## config.mk

```make
export PLATFORM = sky130hd
export DESIGN_NAME = pla_tt_sweeper
export DESIGN_NICKNAME = d
export VERILOG_FILES = /design/src/rtl/pla_tt_sweeper.sv
export SDC_FILE = /design/constraint.sdc
export NUM_CORES = 1
export LEC_CHECK = 0
export BUFFER_PORTS_ARGS = -buffer_cell sky130_fd_sc_hd__clkbuf_2
export CORE_ASPECT_RATIO = 0.7
export CORE_UTILIZATION = 57
export CTS_CLUSTER_DIAMETER = 40
export CTS_CLUSTER_SIZE = 10
export DETAILED_ROUTE_END_ITERATION = 16
export GPL_ROUTABILITY_DRIVEN = 0
export HOLD_SLACK_MARGIN = 0.02
export PLACE_DENSITY = 0.85
export SLEW_MARGIN = 20
export SYNTH_ARGS = -nofsm -noshare
export SYNTH_HDL_FRONTEND = slang
export SYNTH_SLANG_ARGS = --single-unit
export TNS_END_PERCENT = 1
```

## constraint.sdc

```tcl
create_clock -name clk -period 4.4 [get_ports clk]
set_input_delay 0.22 -clock clk [delete_from_list [all_inputs] [get_ports clk]]
set_output_delay 0.22 -clock clk [all_outputs]
set_load 0.005 [all_outputs]
```

## src/rtl/pla_tt_sweeper.sv

```systemverilog
// Exhaustive stimulus/capture wrapper for a combinational PLA netlist.
// Walks x_out through every input vector, samples y_in once per vector and
// compacts the responses into a MISR signature plus a ones-count, so an
// optimized netlist can be compared against a golden signature.
//
// state  | meaning
// -------+---------------------------------------------------------------
// S_IDLE | no sweep active; results of an aborted sweep may be held
// S_RUN  | sweep in progress, one vector every SETTLE cycles
// S_DONE | all vectors sampled; signature/ones_count frozen, done high
module pla_tt_sweeper #(
  parameter int                 N_IN   = 10,
  parameter int                 SETTLE = 1,
  parameter int                 SIG_W  = 16,
  parameter logic [SIG_W-1:0]   POLY   = 16'h1021,
  parameter logic [SIG_W-1:0]   SEED   = 16'hFFFF
) (
  input  logic              clk,
  input  logic              rst_n,
  input  logic              start,
  input  logic              abort,
  output logic [N_IN-1:0]   x_out,
  input  logic              y_in,
  input  logic [SIG_W-1:0]  golden_sig,
  output logic              busy,
  output logic              done,
  output logic [SIG_W-1:0]  signature,
  output logic [N_IN:0]     ones_count,
  output logic              match
);

  typedef enum logic [1:0] {
    S_IDLE = 2'd0,
    S_RUN  = 2'd1,
    S_DONE = 2'd2
  } state_t;

  // SETTLE is limited to 1..15, so a 4-bit counter covers the hold window
  localparam logic [3:0] SETTLE_LAST = 4'(SETTLE - 1);

  state_t            state_q, state_d;
  logic [N_IN-1:0]   x_q, x_d;
  logic              busy_q, busy_d;
  logic              done_q, done_d;
  logic [SIG_W-1:0]  sig_q, sig_d;
  logic [N_IN:0]     ones_q, ones_d;
  logic [3:0]        settle_q, settle_d;

  // Next-state and result update; abort outranks the sample edge in RUN
  always_comb begin
    state_d  = state_q;
    x_d      = x_q;
    busy_d   = busy_q;
    done_d   = done_q;
    sig_d    = sig_q;
    ones_d   = ones_q;
    settle_d = settle_q;
    case (state_q)
      S_IDLE, S_DONE: begin
        if (start) begin
          state_d  = S_RUN;
          busy_d   = 1'b1;
          done_d   = 1'b0;
          x_d      = '0;
          sig_d    = SEED;
          ones_d   = '0;
          settle_d = '0;
        end else if (abort) begin
          state_d = S_IDLE;
          done_d  = 1'b0;
        end
      end
      S_RUN: begin
        if (abort) begin
          state_d  = S_IDLE;
          busy_d   = 1'b0;
          done_d   = 1'b0;
          x_d      = '0;
          settle_d = '0;
        end else if (settle_q != SETTLE_LAST) begin
          settle_d = settle_q + 4'd1;
        end else begin
          sig_d    = {sig_q[SIG_W-2:0], 1'b0}
                   ^ (sig_q[SIG_W-1] ? POLY : '0)
                   ^ {{(SIG_W-1){1'b0}}, y_in};
          ones_d   = ones_q + {{N_IN{1'b0}}, y_in};
          settle_d = '0;
          if (x_q == '1) begin
            state_d = S_DONE;
            busy_d  = 1'b0;
            done_d  = 1'b1;
          end else begin
            x_d = x_q + 1'b1;
          end
        end
      end
      default: begin
        state_d  = S_IDLE;
        busy_d   = 1'b0;
        done_d   = 1'b0;
        x_d      = '0;
        settle_d = '0;
      end
    endcase
  end

  // State and result registers, cleared asynchronously
  always_ff @(posedge clk or negedge rst_n) begin
    if (!rst_n) begin
      state_q  <= S_IDLE;
      x_q      <= '0;
      busy_q   <= 1'b0;
      done_q   <= 1'b0;
      sig_q    <= SEED;
      ones_q   <= '0;
      settle_q <= '0;
    end else begin
      state_q  <= state_d;
      x_q      <= x_d;
      busy_q   <= busy_d;
      done_q   <= done_d;
      sig_q    <= sig_d;
      ones_q   <= ones_d;
      settle_q <= settle_d;
    end
  end

  assign x_out      = x_q;
  assign busy       = busy_q;
  assign done       = done_q;
  assign signature  = sig_q;
  assign ones_count = ones_q;
  assign match      = done_q && (sig_q == golden_sig);

endmodule

```

==> flow_metrics.py, run 1 <==
metrics = {
    "layout": {
        "area_growth_syn_to_layout_pct": 17.4,
        "layout_cell_share_with_drive_strength_beyond_1": 0.306,
        "nets": 335,
        "post_layout_nonfiller_instances": 362,
        "final_area_um2": 2780,
        "antenna_cells": 0,
    },
    "clock_network": {
        "numClockSinks": 44,
        "tritoncts_clock_tree": "yes",
        "cts.reportedPaths.clkPinSlew_ns": 0.09,
        "post_cts.repair.setup_buffers": 0,
        "cts_root_buffer": "sky130_fd_sc_hd__clkbuf_8",
        "insertion_delay_ns": 0.30,
        "postCtsResizedCells": 0,
        "numCtsBuffers": 5,
        "buffers_from_clock_root_to_sink_at_most": 2,
        "htree_levels": 2,
        "postCtsHoldBufs": 0,
    },
    "route": {
        "detail_route.wl_per_cell_um": 16.2,
        "dr.first_iter.drc_count": 220,
        "final_antenna_net_count": 0,
        "num_vias": 2138,
        "drtPass1Iterations": 5,
        "detail_route.vias_per_cell": 5.91,
        "post-route-drc-count": 0,
        "detail_route.wirelength_mm": 5.86,
    },
    "timing": {
        "hold_viol_final": 0,
        "actual_slew_at_the_worst_max_slew_pin_ns": 0.958,
        "worst_slack_ns": 1.94,
        "timing.slew.headroom": 0.362,
        "final_max_slew_violation_count": 0,
        "finalClockSkew_ns": 0.0120,
        "fmaxAchievable_mhz": 407,
        "worst_hold_check_slack_ns": 0.0602,
        "timing.setup.tns_ns": 0,
        "layout_worst_path_cycle_share": 0.559,
        "rsz0062_at_grt": "no",
        "finalCriticalPeriod_ns": 2.46,
        "final_report_setup_violation_count": 0,
    },
    "worst_setup_path": {
        "worstPathMaxFanout": 21,
        "category_of_the_worst_setup_path_capture_point": "register",
        "cp_slowest_cell": "sky130_fd_sc_hd__nor3b_2",
        "worst_endpoint_required_time_ns": 4.63,
        "worst_ep_arrival_time_ns": 2.69,
        "timing.critical_path.cells": "inv_1 > ha_1 > nor3b_2 > a21oi_2 > or4_1 > a21oi_1",
        "timing.setup.critical_path_class": "register to register",
        "cp-start-kind": "register",
        "cp_slowest_stage_delay_ns": 0.60,
    },
    "yosys": {
        "synth_xor_xnor_area_share": 0.0851,
        "synth-compound-area-share": 0.118,
        "asyncSetResetFlopFracSynth": 1.00,
        "synth.yosys.seq_area_share": 0.474,
        "synthDominantCellAreaShare": 0.296,
        "ys.warnings.count": 0,
        "cell_with_the_most_instances_after_synthesis": "sky130_fd_sc_hd__nor2_1",
        "synth_top_family_by_area": "simple AND/OR/NAND/NOR gates",
        "syn_avg_cell_area_um2": 9.43,
        "post_synth_num_cell_types": 43,
        "synth_adder_area_share": 0.0264,
        "syn_nets": 277,
        "flip_flop_cell_with_the_highest_count_after_synthesis": "sky130_fd_sc_hd__dfrtp_1",
        "syn_area_um2": 2370,
        "synth_common_cells": "sky130_fd_sc_hd__nor2_1, sky130_fd_sc_hd__dfrtp_1, sky130_fd_sc_hd__nand2_1, sky130_fd_sc_hd__nor3_1, sky130_fd_sc_hd__dfstp_2",
        "post_synth_and_or_nand_nor_area_fraction": 0.267,
        "yosys-mux-area-fraction": 0.00476,
        "ys_ff_latch": 44,
        "gate_count_after_technology_mapping": 251,
        "netlist.top_cell.by_area": "sky130_fd_sc_hd__dfrtp_1",
        "synth_edf_count": 0,
        "synth.area.top_cells": "sky130_fd_sc_hd__dfrtp_1, sky130_fd_sc_hd__dfstp_2, sky130_fd_sc_hd__nor2_1",
    },
    "run_status": {
        "outcome": "finished, final reports clean",
    },
    "placement": {
        "numPlacedInstances": 354,
        "setup_slack_after_placement_ns": 2.02,
        "port_buffers": 60,
        "post-dp-hpwl_mm": 4.22,
        "detailed_place.area_um2": 2690,
    },
    "die": {
        "chip_width_um": 79.0,
        "number_of_top_level_pins": 61,
        "placementRows": 19,
        "die-area_um2": 4420,
        "die_height_um": 55.9,
        "design.core.area_um2": 3950,
        "initial_core_util": 0.600,
    },
    "min_path": {
        "timing.hold.worst.class": "input pin to asynchronous set/reset pin",
    },
    "power_and_ir_drop": {
        "peakVddDrop_mv": 0.296,
        "leakage_nw": 1.24,
        "power-per-cell-area_nw_per_um2": 340,
    },
    "global_route": {
        "number_of_global_route_vias_before_repair": 1994,
        "globalRouteTotalUtil": 0.288,
        "grt_pass1_wl_mm": 9.74,
        "grt_max_degree": 45,
        "overflow": 0,
        "number_of_antenna_violations_at_the_first_check_in_global_routing": 0,
    },
    "job": {
        "drv.max_cap_violation_count": 0,
    },
}
state kept, by name, indices dropped and copies added, names as in the netlist:
register,count
signature,16
ones_count,11
x_out,10
settle_q,4
state_q,2
busy,1
worst max-delay path: cells and delay by family, from the launching register on:
kind            cells  cell delay, ns
flops               1            0.41
simple gates        2            1.19
fa+ha+maj           1            0.16
compound gates      2            0.54
buf+inv             1            0.10
report_power, final:
part           internal, W  switching [W]
clock             0.000125       0.000141
sequential        0.000454      0.0000433
combinational    0.0000786       0.000103
total             0.000658       0.000287
metal layers:
layer  vias up  wire (um)  global-route usage
li1       1010          -                   -
met1      1052       2720               0.423
met2        72       2760               0.441
met3         4        328              0.0459
met4         0         44              0.0831
met5         -          0                   0
metrics by stage:
step | utilization | total power [W]
2_1_floorplan | - | 0.000608
3_3_place_gp | 0.681 | 0.000676
3_5_place_dp | 0.681 | 0.000685
4_1_cts | 0.704 | 0.000947
5_1_grt | 0.704 | 0.000986
6_report | 0.704 | 0.000946
kinds of logic (layout without fill, tap and decap cells):
family / count (synthesis) / count (layout)
AND/OR/NAND/NOR: 124 / 124
flip-flops: 44 / 44
AO/OA/AOI/OAI: 42 / 42
XOR/XNOR: 23 / 23
buffers and inverters: 12 / 71
adder cells (fa/ha/maj): 5 / 5
multiplexers: 1 / 1
layout by cell type, fill, tap and decap left out, types with 2 or more instances in the layout:
cell,count
sky130_fd_sc_hd__o31ai_1,4
sky130_fd_sc_hd__xor2_1,8
sky130_fd_sc_hd__nor3_1,20
sky130_fd_sc_hd__dfstp_2,16
sky130_fd_sc_hd__clkbuf_2,59
sky130_fd_sc_hd__nor2_1,38
sky130_fd_sc_hd__o211ai_1,2
sky130_fd_sc_hd__nor4_1,2
sky130_fd_sc_hd__a31oi_1,3
sky130_fd_sc_hd__a21oi_1,7
sky130_fd_sc_hd__and2_1,4
sky130_fd_sc_hd__or3_1,3
sky130_fd_sc_hd__inv_1,3
sky130_fd_sc_hd__nand2_1,20
sky130_fd_sc_hd__nand3_1,12
sky130_fd_sc_hd__o21ai_0,13
sky130_fd_sc_hd__nor2b_1,2
sky130_fd_sc_hd__or4_1,3
sky130_fd_sc_hd__ha_1,5
sky130_fd_sc_hd__a21o_1,2
sky130_fd_sc_hd__clkinv_2,2
sky130_fd_sc_hd__xnor2_1,15
sky130_fd_sc_hd__a31o_2,2
sky130_fd_sc_hd__a221o_1,4
sky130_fd_sc_hd__dfrtp_1,28
sky130_fd_sc_hd__nand4_1,7
sky130_fd_sc_hd__or2_2,2
sky130_fd_sc_hd__clkbuf_8,6
sky130_fd_sc_hd__and3_1,3
layout make-up:
| class | instances | area, um2 |
|---|---|---|
| multi-input cells | 195 | 1190 |
| fillers | 335 | 1170 |
| flip-flops and latches | 44 | 1120 |
| repair buffers | 60 | 300 |
| clock buffers | 6 | 82.6 |
| well taps | 52 | 65.1 |
| inverters | 3 | 11.3 |
| clock inverters | 2 | 10.0 |
path summary, 6_finish.rpt:
kind                               startpoint  cells past startpoint  slack, ns              to
worst max-delay path              settle_q[0]                      6       1.94  ones_count[10]
worst min-delay path                    rst_n                      1       0.06   ones_count[1]
worst max register to register    settle_q[0]                      6       1.94  ones_count[10]
worst min register to register  ones_count[0]                      2       0.51   ones_count[0]
max in group asynchronous               rst_n                      1       3.73        x_out[0]
min in group clk                        abort                      2       0.15      state_q[1]
Note: power is estimated with default switching activity, not from simulation.
==> inputs of run 2 (changes only) <==
- CORE_UTILIZATION: 57 -> 48
- PLACE_DENSITY: 0.85 -> 0.76
- clock period: 4.4 -> 2.1 ns (I/O delays scaled with it)
==> run 2 against run 1 <==
Register-to-register slack got worse by 1.8 ns. Design area increased by 5.1%. Worst hold slack improved by 0.034 ns. Setup slack got worse by 1.8 ns. Critical path depth decreased by 1. Combinational power increased by 120%. Clock power increased to 2.5 times the previous value. Die area increased by 18%. Critical path type unchanged.
==> flow_metrics.py, run 2 (synthesized netlist as in run 1, its figures left out) <==
metrics = {
    "run_status": {
        "outcome": "finished, final reports clean",
    },
    "layout": {
        "antenna_cells": 0,
        "layout_cell_share_with_drive_strength_beyond_1": 0.323,
        "area_growth_syn_to_layout_pct": 23.4,
        "final_cell_mix": "sky130_fd_sc_hd__clkbuf_2, sky130_fd_sc_hd__nor2_1, sky130_fd_sc_hd__dfrtp_1",
        "nets": 347,
        "mostFrequentLayoutCell": "sky130_fd_sc_hd__clkbuf_2",
        "post_layout_nonfiller_instances": 388,
        "largest_reg_flops": 16,
        "final_area_um2": 2920,
    },
    "global_route": {
        "globalRouteTotalUtil": 0.238,
        "number_of_global_route_vias_before_repair": 1967,
        "grt_max_degree": 34,
        "grt_pass1_wl_mm": 9.40,
        "overflow": 0,
        "number_of_antenna_violations_at_the_first_check_in_global_routing": 0,
    },
    "min_path": {
        "worst_hold_path.num_cells": 3,
        "timing.hold.worst.class": "input pin to register",
        "holdCritStartpoint": "y_in",
        "hold-path-endpoint": "signature[0]",
    },
    "route": {
        "num_vias": 2109,
        "final_antenna_net_count": 0,
        "dr.first_iter.drc_count": 111,
        "post-route-drc-count": 0,
        "detail_route.vias_per_cell": 5.44,
        "detail_route.wl_per_cell_um": 14.5,
        "detail_route.wirelength_mm": 5.64,
        "drtPass1Iterations": 4,
    },
    "power_and_ir_drop": {
        "cell_internal_pwr_w": 0.00152,
        "power.share.clock": 0.319,
        "power_switching_w": 0.000604,
        "comb_power_share": 0.191,
        "power_switching_share": 0.285,
        "p_total_w": 0.00212,
        "peakVddDrop_mv": 0.458,
        "power-per-cell-area_nw_per_um2": 725,
        "leakage_nw": 1.30,
        "seq_power_share": 0.490,
    },
    "timing": {
        "timing.setup.tns_ns": 0,
        "finalCriticalPeriod_ns": 1.93,
        "actual_slew_at_the_worst_max_slew_pin_ns": 0.808,
        "rsz0062_at_grt": "no",
        "hold_viol_final": 0,
        "fmaxAchievable_mhz": 518,
        "layout_worst_path_cycle_share": 0.920,
        "final_max_slew_violation_count": 0,
        "finalClockSkew_ns": 0.00946,
        "final_report_setup_violation_count": 0,
        "timing.slew.headroom": 0.461,
    },
    "worst_setup_path": {
        "timing.reg2reg.worst_path_depth": 5,
        "category_of_the_worst_setup_path_capture_point": "register",
        "critical_path.n_buffers_inverters": 1,
        "rr_endpoint": "x_out[5]",
        "timing.critical_path.cells": "inv_1 > ha_1 > or3b_4 > o31a_1 > a221o_1",
        "timing.critical_path.from": "settle_q[0]",
        "cp-start-kind": "register",
        "crit_family": "compound AO/OA/AOI/OAI gates",
        "worst_endpoint_required_time_ns": 2.29,
        "cp_slowest_stage_delay_ns": 0.40,
        "worstPathMaxFanout": 6,
        "r2r_setup_slack_ns": 0.17,
        "worst_ep_arrival_time_ns": 2.12,
        "cp_slowest_cell": "sky130_fd_sc_hd__dfrtp_1",
        "timing.setup.critical_path_class": "register to register",
        "timing.rr.start": "settle_q[0]",
    },
    "die": {
        "initial_core_util": 0.523,
        "die-area_um2": 5220,
        "chip_width_um": 85.9,
        "number_of_top_level_pins": 61,
        "design.core.area_um2": 4530,
        "die_height_um": 60.8,
        "placementRows": 20,
    },
    "clock_network": {
        "insertion_delay_ns": 0.31,
        "numCtsBuffers": 5,
        "htree_levels": 2,
        "numClockSinks": 44,
        "cts_root_buffer": "sky130_fd_sc_hd__clkbuf_8",
        "buffers_from_clock_root_to_sink_at_most": 2,
        "tritoncts_clock_tree": "yes",
        "cts.reportedPaths.clkPinSlew_ns": 0.09,
    },
    "job": {
        "drv.max_cap_violation_count": 0,
    },
    "placement": {
        "post-dp-hpwl_mm": 4.16,
        "detailed_place.area_um2": 2780,
        "port_buffers": 60,
        "numPlacedInstances": 378,
    },
}
[run 2: worst min-delay path, stage by stage]
cell and delay, ns:
sky130_fd_sc_hd__clkbuf_2 0.11, sky130_fd_sc_hd__xnor2_1 0.11, sky130_fd_sc_hd__a31oi_1 0.08
[run 2: per-layer routing]
layer / GRT usage / vias up / share of wire
met4: 0.0881 / 0 / 0.0094
met2: 0.359 / 90 / 0.43
met1: 0.348 / 975 / 0.50
li1: - / 1039 / -
met3: 0.0422 / 5 / 0.065
met5: 0 / - / 0
[run 2: cell type report]
cell class                      instances  area, um2
Fill cell                             393       1610
Multi-Input combinational cell        195       1190
Timing Repair Buffer                   72        395
Tap cell                               66       82.6
Clock buffer                            8        123
Sequential cell                        44       1120
Inverter                                3       11.3
[run 2: repair_timing]
action                    CTS  global route
hold buffers                2             0
resized for setup           0             0
buffers inserted            0             0
hold endpoints to repair   29             0
[run 2: through the flow]
| stage | hold WS (ns) | setup WS (ns) | util |
|---|---|---|---|
| detailed placement | 0.235 | 0.186 | 0.614 |
| global route | 0.118 | 0.0367 | 0.645 |
| floorplan | -0.191 | 0.307 | - |
| global placement | 0.235 | 0.233 | 0.614 |
| CTS | 0.0908 | 0.174 | 0.645 |
| finish | 0.0939 | 0.168 | 0.645 |
[run 2: worst max path at each step]
stage,cells past startpoint,slack [ns],to
2_1_floorplan,5,0.31,x_out[5]
3_3_place_gp,5,0.23,x_out[9]
3_5_place_dp,5,0.19,x_out[5]
4_1_cts,5,0.17,x_out[5]
5_1_grt,7,0.04,x_out[6]
6_report,5,0.17,x_out[5]
[run 2: power groups by stage]
stage | clock network, W | registers [W] | logic (W)
5_1_grt | 0.000715 | 0.00105 | 0.000457
3_5_place_dp | 0 | 0.00105 | 0.000401
3_3_place_gp | 0 | 0.00105 | 0.000395
4_1_cts | 0.000684 | 0.00104 | 0.000407
6_report | 0.000676 | 0.00104 | 0.000405
2_1_floorplan | 0 | 0.00104 | 0.000232
